`config.mk`:
```
export PLATFORM = sky130hd
export DESIGN_NAME = key_dir_queue
export DESIGN_NICKNAME = d
export VERILOG_FILES = /design/src/rtl/snake_pkg.sv /design/src/rtl/key_debounce.sv /design/src/rtl/key_dir_queue.sv
export SDC_FILE = /design/constraint.sdc
export NUM_CORES = 1
export LEC_CHECK = 0
export BUFFER_PORTS_ARGS = -buffer_cell sky130_fd_sc_hd__buf_2
export CORE_MARGIN = 2
export CORE_UTILIZATION = 35
export DETAILED_ROUTE_END_ITERATION = 8
export PLACE_DENSITY = 0.54
export RECOVER_POWER = 100
export SLEW_MARGIN = 20
export SYNTH_ARGS = -nofsm -noshare
export SYNTH_HDL_FRONTEND = slang
export SYNTH_SLANG_ARGS = --single-unit
export TNS_END_PERCENT = 100
```
`constraint.sdc`:
```
create_clock -name clk -period 3.5 [get_ports clk]
set_clock_uncertainty 0.1 [all_clocks]
set_input_delay 0.7 -clock clk [delete_from_list [all_inputs] [get_ports clk]]
set_output_delay 0.7 -clock clk [all_outputs]
set_load 0.1 [all_outputs]
```
`src/rtl/snake_pkg.sv`:
```
// rtl/snake_pkg.sv - direction codes shared by the key queue and the snake mover
package snake_pkg;

  typedef enum logic [1:0] {
    DIR_UP    = 2'b00,
    DIR_DOWN  = 2'b01,
    DIR_LEFT  = 2'b10,
    DIR_RIGHT = 2'b11
  } dir_t;

  // Opposite directions differ only in bit 0 (up/down, left/right).
  function automatic dir_t dir_opposite(input dir_t d);
    return dir_t'(d ^ 2'b01);
  endfunction

  function automatic logic dir_conflicts(input dir_t cand, input dir_t last);
    return (cand == last) || (cand == dir_opposite(last));
  endfunction

endpackage

```
`src/rtl/key_debounce.sv`:
```
// rtl/key_debounce.sv - synchronizer, counter debounce and rising-edge pulse for one key
module key_debounce #(
  parameter int DEBOUNCE_CYCLES = 1000000
) (
  input  logic clk,
  input  logic rst,
  input  logic key,
  output logic press
);

  localparam int CW = (DEBOUNCE_CYCLES > 1) ? $clog2(DEBOUNCE_CYCLES) : 1;
  localparam logic [CW-1:0] CNT_LAST = CW'(DEBOUNCE_CYCLES - 1);

  logic          sync_q1;
  logic          sync_q2;
  logic          deb;
  logic          deb_q;
  logic [CW-1:0] cnt;

  always_ff @(posedge clk or negedge rst) begin
    if (!rst) begin
      sync_q1 <= 1'b0;
      sync_q2 <= 1'b0;
      deb     <= 1'b0;
      deb_q   <= 1'b0;
      cnt     <= '0;
      press   <= 1'b0;
    end else begin
      sync_q1 <= key;
      sync_q2 <= sync_q1;
      deb_q   <= deb;
      press   <= deb & ~deb_q;
      // Any cycle where the levels agree restarts the stability count.
      if (sync_q2 == deb) begin
        cnt <= '0;
      end else if (cnt == CNT_LAST) begin
        deb <= sync_q2;
        cnt <= '0;
      end else begin
        cnt <= cnt + CW'(1);
      end
    end
  end

endmodule

```
`src/rtl/key_dir_queue.sv`:
```
// rtl/key_dir_queue.sv - four debounced keys, direction arbitration/filter and a show-ahead queue
module key_dir_queue #(
  parameter int DEBOUNCE_CYCLES = 1000000,
  parameter int DEPTH           = 4
) (
  input  logic                       clk,
  input  logic                       rst,
  input  logic                       left,
  input  logic                       right,
  input  logic                       up,
  input  logic                       down,
  output logic                       left_key_press,
  output logic                       right_key_press,
  output logic                       up_key_press,
  output logic                       down_key_press,
  output logic                       dir_valid,
  output logic [1:0]                 dir_code,
  input  logic                       dir_ready,
  output logic [$clog2(DEPTH+1)-1:0] level,
  output logic                       dropped
);

  import snake_pkg::*;

  localparam int PW = $clog2(DEPTH);
  localparam int LW = $clog2(DEPTH + 1);

  key_debounce #(.DEBOUNCE_CYCLES(DEBOUNCE_CYCLES)) u_left  (.clk(clk), .rst(rst), .key(left),  .press(left_key_press));
  key_debounce #(.DEBOUNCE_CYCLES(DEBOUNCE_CYCLES)) u_right (.clk(clk), .rst(rst), .key(right), .press(right_key_press));
  key_debounce #(.DEBOUNCE_CYCLES(DEBOUNCE_CYCLES)) u_up    (.clk(clk), .rst(rst), .key(up),    .press(up_key_press));
  key_debounce #(.DEBOUNCE_CYCLES(DEBOUNCE_CYCLES)) u_down  (.clk(clk), .rst(rst), .key(down),  .press(down_key_press));

  dir_t          mem [DEPTH];
  logic [PW-1:0] wptr;
  logic [PW-1:0] rptr;
  dir_t          last_dir;

  logic cand_valid;
  dir_t cand;
  logic accept;
  logic full;
  logic pop;
  logic push;

  always_comb begin
    cand_valid = 1'b1;
    cand       = DIR_UP;
    if (left_key_press)       cand = DIR_LEFT;
    else if (right_key_press) cand = DIR_RIGHT;
    else if (up_key_press)    cand = DIR_UP;
    else if (down_key_press)  cand = DIR_DOWN;
    else                      cand_valid = 1'b0;
  end

  assign dir_valid = (level != '0);
  assign dir_code  = dir_valid ? mem[rptr] : DIR_UP;
  assign full      = (level == LW'(DEPTH));
  assign pop       = dir_valid && dir_ready;
  // A full queue still accepts a push when the consumer frees a slot this cycle.
  assign accept    = cand_valid && !dir_conflicts(cand, last_dir);
  assign push      = accept && (!full || pop);
  assign dropped   = accept && full && !pop;

  always_ff @(posedge clk or negedge rst) begin
    if (!rst) begin
      for (int i = 0; i < DEPTH; i++) mem[i] <= DIR_UP;
      wptr     <= '0;
      rptr     <= '0;
      level    <= '0;
      last_dir <= DIR_RIGHT;
    end else begin
      if (push) begin
        mem[wptr] <= cand;
        wptr      <= wptr + PW'(1);
        last_dir  <= cand;
      end
      if (pop) rptr <= rptr + PW'(1);
      case ({push, pop})
        2'b10:   level <= level + LW'(1);
        2'b01:   level <= level - LW'(1);
        default: level <= level;
      endcase
    end
  end

endmodule

```
==> flow_summary.toml, run 1 <==
[final_layout]
fillCellCount = 1466
n_antenna_cell = 0
multi_input_area_mm2 = 0.002434
final_area_mm2 = 0.006301
fin_cells = 783
register_area_mm2 = 0.002904
syn_to_final_growth_pct = 14.79
fin_util_pct = 41.30
nNetsFinal = 576
drive_gt1_share_pct = 10.49

[clock_network]
cts_buffers = 17
clk_latency_ns = 0.41
cts_resized = 0
tritoncts = "built"
root_buffer = "clkbuf_16"
cts.sinks = 116
h-tree-depth = 4
cts-hold-fix-buffers = 0
postCtsSetupRepairBufs = 0
path_clk_slew_ns = 0.05
clockBufferDepth = 2

[job]
drv_cap = 0

[routing]
first_pass_iters = 4
detail_route.vias_per_cell = 4.999
drt_first_iter_violations = 284
wl_mm = 10.38
wl_per_cell_um = 13.26
drc = 0
drtAntennaViolNets = 0
num_vias = 3914

[yosys]
synth.largest_area_cell = "dfrtp_1"
synthTopCellsByArea = "dfrtp_1 (52%), xnor2_1 (5.1%), nor2_1 (4.8%)"
synth.distinct_cells = 43
netlist.area_leader.share_pct = 52.43
synth-main-ff-cell = "dfrtp_1"
netlist_instances = 532
synthArstFlopShare_pct = 100.0
syn_avg_cell_area_um2 = 10.32
yosys_register_bits = 116
synth_seq_area_share_pct = 52.91
synthesis.area_mm2 = 0.005489
synth_edf_count = 0
ys_warn_count = 0
synth_nets = 549

[global_route]
grt_max_degree = 51
grt_pass1_vias = 3878
grt_pass1_wl_mm = 18.40
antenna_found_initial = 0
overflow = 0
grt_usage_pct = 13.95

[worst_setup_path]
critical_path_class = "reg -> out"
required_ns = 2.70
cp-end-kind = "output pin"
start_kind = "register"
crit_arrival_ns = 2.21
path_max_fanout = 7
rrSetupSlack_ns = 0.77

[placement]
place_inst = 751
dpl_cell_area_mm2 = 0.005842
portBuffers = 17
dpl_worst_slack_ns = 0.5455
place.gp.congestion = 0.7866
hpwlAfterDp_mm = 6.882

[floorplan]
core_mm2 = 0.01526
die_h_um = 129.2
die-area_mm2 = 0.01670
die_x_um = 129.2
initial_core_util_pct = 35.97
rows = 45
ios = 18

[power_and_ir_drop]
power.density_mw_per_mm2 = 531.6
ir_worst_vdd_v = 0.0003866
finalPower_mw = 3.350
p_leak_nw = 2.578

[sta]
slew_headroom_pct = 9.162
rsz0062_at_grt = "no"
slew_viol_final = 0
fin_crit_ns = 3.007
timing.fmax_ghz = 0.3325
hold_viol_final = 0
whs_ns = 0.2492
setup_viol = 0
finalWorstSetupSlack_ns = 0.4928
period_share_pct = 85.92
tns_ns = 0
worst_pin_slew_ns = 1.363

[run_status]
status = "complete, no violations"

[worst_hold_path]
holdCritPathClass = "reg -> reg"
-- synthesized netlist by cell type (6+ instances only) --
master    number
nand2_1       35
nor4_1        14
dfrtp_1      115
and3_1         6
or3_1         12
ha_1           9
clkbuf_1       9
xor2_1        26
mux2_2        14
and2_1         6
nand4_1       17
nand3_1       32
xnor2_1       32
o21ai_0       14
a21oi_1       26
nor3_1        16
o31ai_1        7
inv_1         22
nor2_1        70
or4_1         10
-- per-layer routing --
layer	vias to the layer above	track usage (%)	share of wire, %
li1	1922	-	-
met1	1908	18.18	49
met2	65	21.58	45
met3	19	3.633	3.3
met4	0	7.033	2.3
met5	-	0	0
-- worst max-delay path, stage by stage, from the launching register on --
cell and delay, ns:
dfrtp_1 0.42, or4b_2 0.79, nor2_2 0.14, clkbuf_2 0.46
-- final timing paths --
kind / startpoint / end / depth (start not counted)
min: u_left.sync_q1 / u_left.sync_q2 / 0
max: level[0] / dropped / 3
max reg2reg: u_left.cnt[0] / u_left.cnt[5] / 5
max in group asynchronous: rst / u_up.cnt[1] / 2
min reg2reg: u_left.sync_q1 / u_left.sync_q2 / 0
min in group asynchronous: rst / u_left.cnt[7] / 1
-- where the power goes --
group	leakage, nW	internal [mW]	switching (mW)
clock	0.265	0.971	0.566
combinational	0.736	0.0825	0.283
sequential	1.58	1.39	0.0554
-- layout make-up --
class,instances,share of cell area (%)
Inverter,22,1.311
Multi-Input combinational cell,381,38.62
Clock inverter,5,0.3971
Clock buffer,27,7.983
Timing Repair Buffer,21,1.410
Tap cell,211,4.190
Sequential cell,116,46.09
-- state kept, by name, summed over array words and instances, names as in the netlist, 2 cells and up --
signal,count
u_left.cnt,20
u_down.cnt,20
rptr,2
mem,8
u_right.cnt,20
u_up.cnt,20
wptr,2
level,3
-- logic make-up (layout without fill, tap and decap cells) --
group | count (synthesis) | after routing | share of synthesized area, %
muxes | 18 | 18 | 4.057
DFF | 116 | 116 | 52.91
buffers and inverters | 35 | 75 | 2.485
xor gates and xnor gates | 58 | 58 | 9.255
AOI/OAI and AO/OA | 52 | 52 | 5.858
adders and majority gates | 10 | 10 | 2.416
and+or+nand+nor | 243 | 243 | 23.02
-- layout by cell type (no fill, tap or decap), types with 2 or more instances in the layout --
| cell | Yosys | routed |
|---|---|---|
| a21oi_1 | 26 | 26 |
| a31o_2 | 2 | 2 |
| and2_0 | 0 | 3 |
| and2_1 | 6 | 3 |
| and3_1 | 6 | 6 |
| and4_1 | 2 | 2 |
| buf_2 | 4 | 5 |
| clkbuf_1 | 9 | 19 |
| clkbuf_16 | 0 | 17 |
| clkbuf_2 | 0 | 3 |
| clkbuf_8 | 0 | 4 |
| clkinv_2 | 0 | 5 |
| dfrtp_1 | 115 | 115 |
| ha_1 | 9 | 9 |
| inv_1 | 22 | 22 |
| mux2_2 | 14 | 13 |
| mux2i_1 | 2 | 2 |
| mux4_2 | 2 | 2 |
| nand2_1 | 35 | 35 |
| nand2b_1 | 2 | 2 |
| nand3_1 | 32 | 32 |
| nand3b_1 | 2 | 2 |
| nand4_1 | 17 | 17 |
| nand4bb_1 | 2 | 2 |
| nor2_1 | 70 | 69 |
| nor2b_1 | 4 | 4 |
| nor3_1 | 16 | 16 |
| nor4_1 | 14 | 14 |
| nor4b_1 | 3 | 3 |
| o21ai_0 | 14 | 14 |
| o31ai_1 | 7 | 7 |
| o31ai_2 | 0 | 2 |
| or3_1 | 12 | 12 |
| or4_1 | 10 | 10 |
| or4b_1 | 2 | 2 |
| xnor2_1 | 32 | 32 |
| xor2_1 | 26 | 26 |
Note: power is estimated with default switching activity, not from simulation.
==> run 2: changes to the inputs <==
- PLACE_DENSITY: 0.54 -> 0.57
==> run 2 against run 1 <==
Effect of this change:
- the flow now finishes with violations (capacitance limit, slew limit)
- sequential share of layout area is 0.70 points lower
- largest power group unchanged
- design area is 1.5% higher
- non-clock buffer count is 1 higher
==> flow_summary.toml, run 2 (synthesis results as in run 1) <==
[routing]
drt_first_iter_violations = 288
first_pass_iters = 7
wl_mm = 10.12
drc = 0
num_vias = 3903
wl_per_cell_um = 12.91
drtAntennaViolNets = 0
detail_route.vias_per_cell = 4.978

[floorplan]
ios = 18
die-area_mm2 = 0.01670
initial_core_util_pct = 35.97
die_x_um = 129.2
rows = 45
die_h_um = 129.2
core_mm2 = 0.01526

[final_layout]
fillCellCount = 1449
mostFrequentLayoutCell = "dfrtp_1"
nNetsFinal = 577
drive_gt1_share_pct = 10.99
n_antenna_cell = 0
syn_to_final_growth_pct = 16.57
fin_util_pct = 41.94
final_cell_mix = "dfrtp_1 (115), nor2_1 (69), nand2_1 (35)"

[clock_network]
cts_buffers = 17
root_buffer = "clkbuf_16"
cts.sinks = 116
tritoncts = "built"
path_clk_slew_ns = 0.05
h-tree-depth = 4
cts_resized = 0
postCtsSetupRepairBufs = 0
cts-hold-fix-buffers = 0
clockBufferDepth = 2
clk_latency_ns = 0.41

[run_status]
violations = "capacitance limit, slew limit"
status = "complete, but fails checks"

[sta]
worst_pin_slew_ns = 1.837
period_share_pct = 86.48
timing.fmax_ghz = 0.3304
slew_headroom_pct = -22.43
fin_crit_ns = 3.027
slew_viol_final = 76
hold_viol_final = 0
tns_ns = 0
rsz0062_at_grt = "no"
setup_viol = 0

[worst_setup_path]
crit_chain = "or4b_2 -> nor2_2 -> clkbuf_2"
max_stage_delay_ns = 0.79
path_max_fanout = 7
critical_path_class = "reg -> out"
critPathSlowestCell = "or4b_2"
cp-end-kind = "output pin"
crit_end = "dropped"
r2r_cells = 5
rrSetupSlack_ns = 0.83
worst_r2r_startpoint = "u_left.cnt[0]"
path_buf_inv = 1
cp.depth = 3
crit_start = "level[0]"
start_kind = "register"
r2r_end = "u_left.cnt[15]"
cp_top_family = "simple AND/OR/NAND/NOR gates"
required_ns = 2.70
crit_arrival_ns = 2.23

[global_route]
grt_max_degree = 76
antenna_found_initial = 0
grt_pass1_vias = 3892
grt_pass1_wl_mm = 17.89
grt_usage_pct = 13.54
overflow = 0

[worst_hold_path]
holdCritPathClass = "reg -> reg"

[placement]
hpwlAfterDp_mm = 6.721
portBuffers = 17
place.gp.congestion = 0.8517

[job]
drv_cap = 1

[power_and_ir_drop]
p_leak_nw = 2.620
power.density_mw_per_mm2 = 564.6
ir_worst_vdd_v = 0.0003527
[run 2: through the flow]
stage	worst slack, ns	power, mW	instances	area (um2)	hold WS (ns)
2_1_floorplan	0.02195	1.754	532	5492	0.2312
3_3_place_gp	0.5915	1.835	752	5837	0.2378
3_5_place_dp	0.5459	1.845	752	5837	0.2386
4_1_cts	0.5030	3.670	784	6455	0.2505
5_1_grt	0.4002	3.751	784	6399	0.2585
6_report	0.4731	3.613	784	6399	0.2473
[run 2: worst min-delay path by stage]
stage,startpoint,to,slack (ns),cells after the start
after global placement,u_up.sync_q1,u_up.sync_q2,0.24,0
final,u_left.sync_q1,u_left.sync_q2,0.25,0
after CTS,u_left.sync_q1,u_left.sync_q2,0.25,0
after detailed placement,u_left.sync_q1,u_left.sync_q2,0.24,0
after global routing,u_left.sync_q1,u_left.sync_q2,0.26,0
after floorplan,u_down.sync_q1,u_down.sync_q2,0.23,0
[run 2: power by group]
group	internal [mW]	switching [mW]	leakage, nW
Combinational	0.0822	0.280	0.735
Sequential	1.39	0.0534	1.58
Clock	1.22	0.584	0.308
[run 2: final cells by class]
cell class                 count  area (um2)  share of cell area [%]
sequential                   116        2904                   45.39
clock inverter                10       153.9                   2.405
timing repair buffer          22       91.34                   1.427
clock buffer                  22       464.2                   7.255
multi-input combinational    381        2439                   38.11
tap                          211       264.0                   4.126
inverter                      22       82.58                   1.291
[run 2: routing by layer]
layer  global-route usage, %  part of all wire (%)
met5                       0                     0
met4                   6.841                   2.1
met3                   3.509                   3.4
met2                   20.31                    45
met1                   18.18                    49
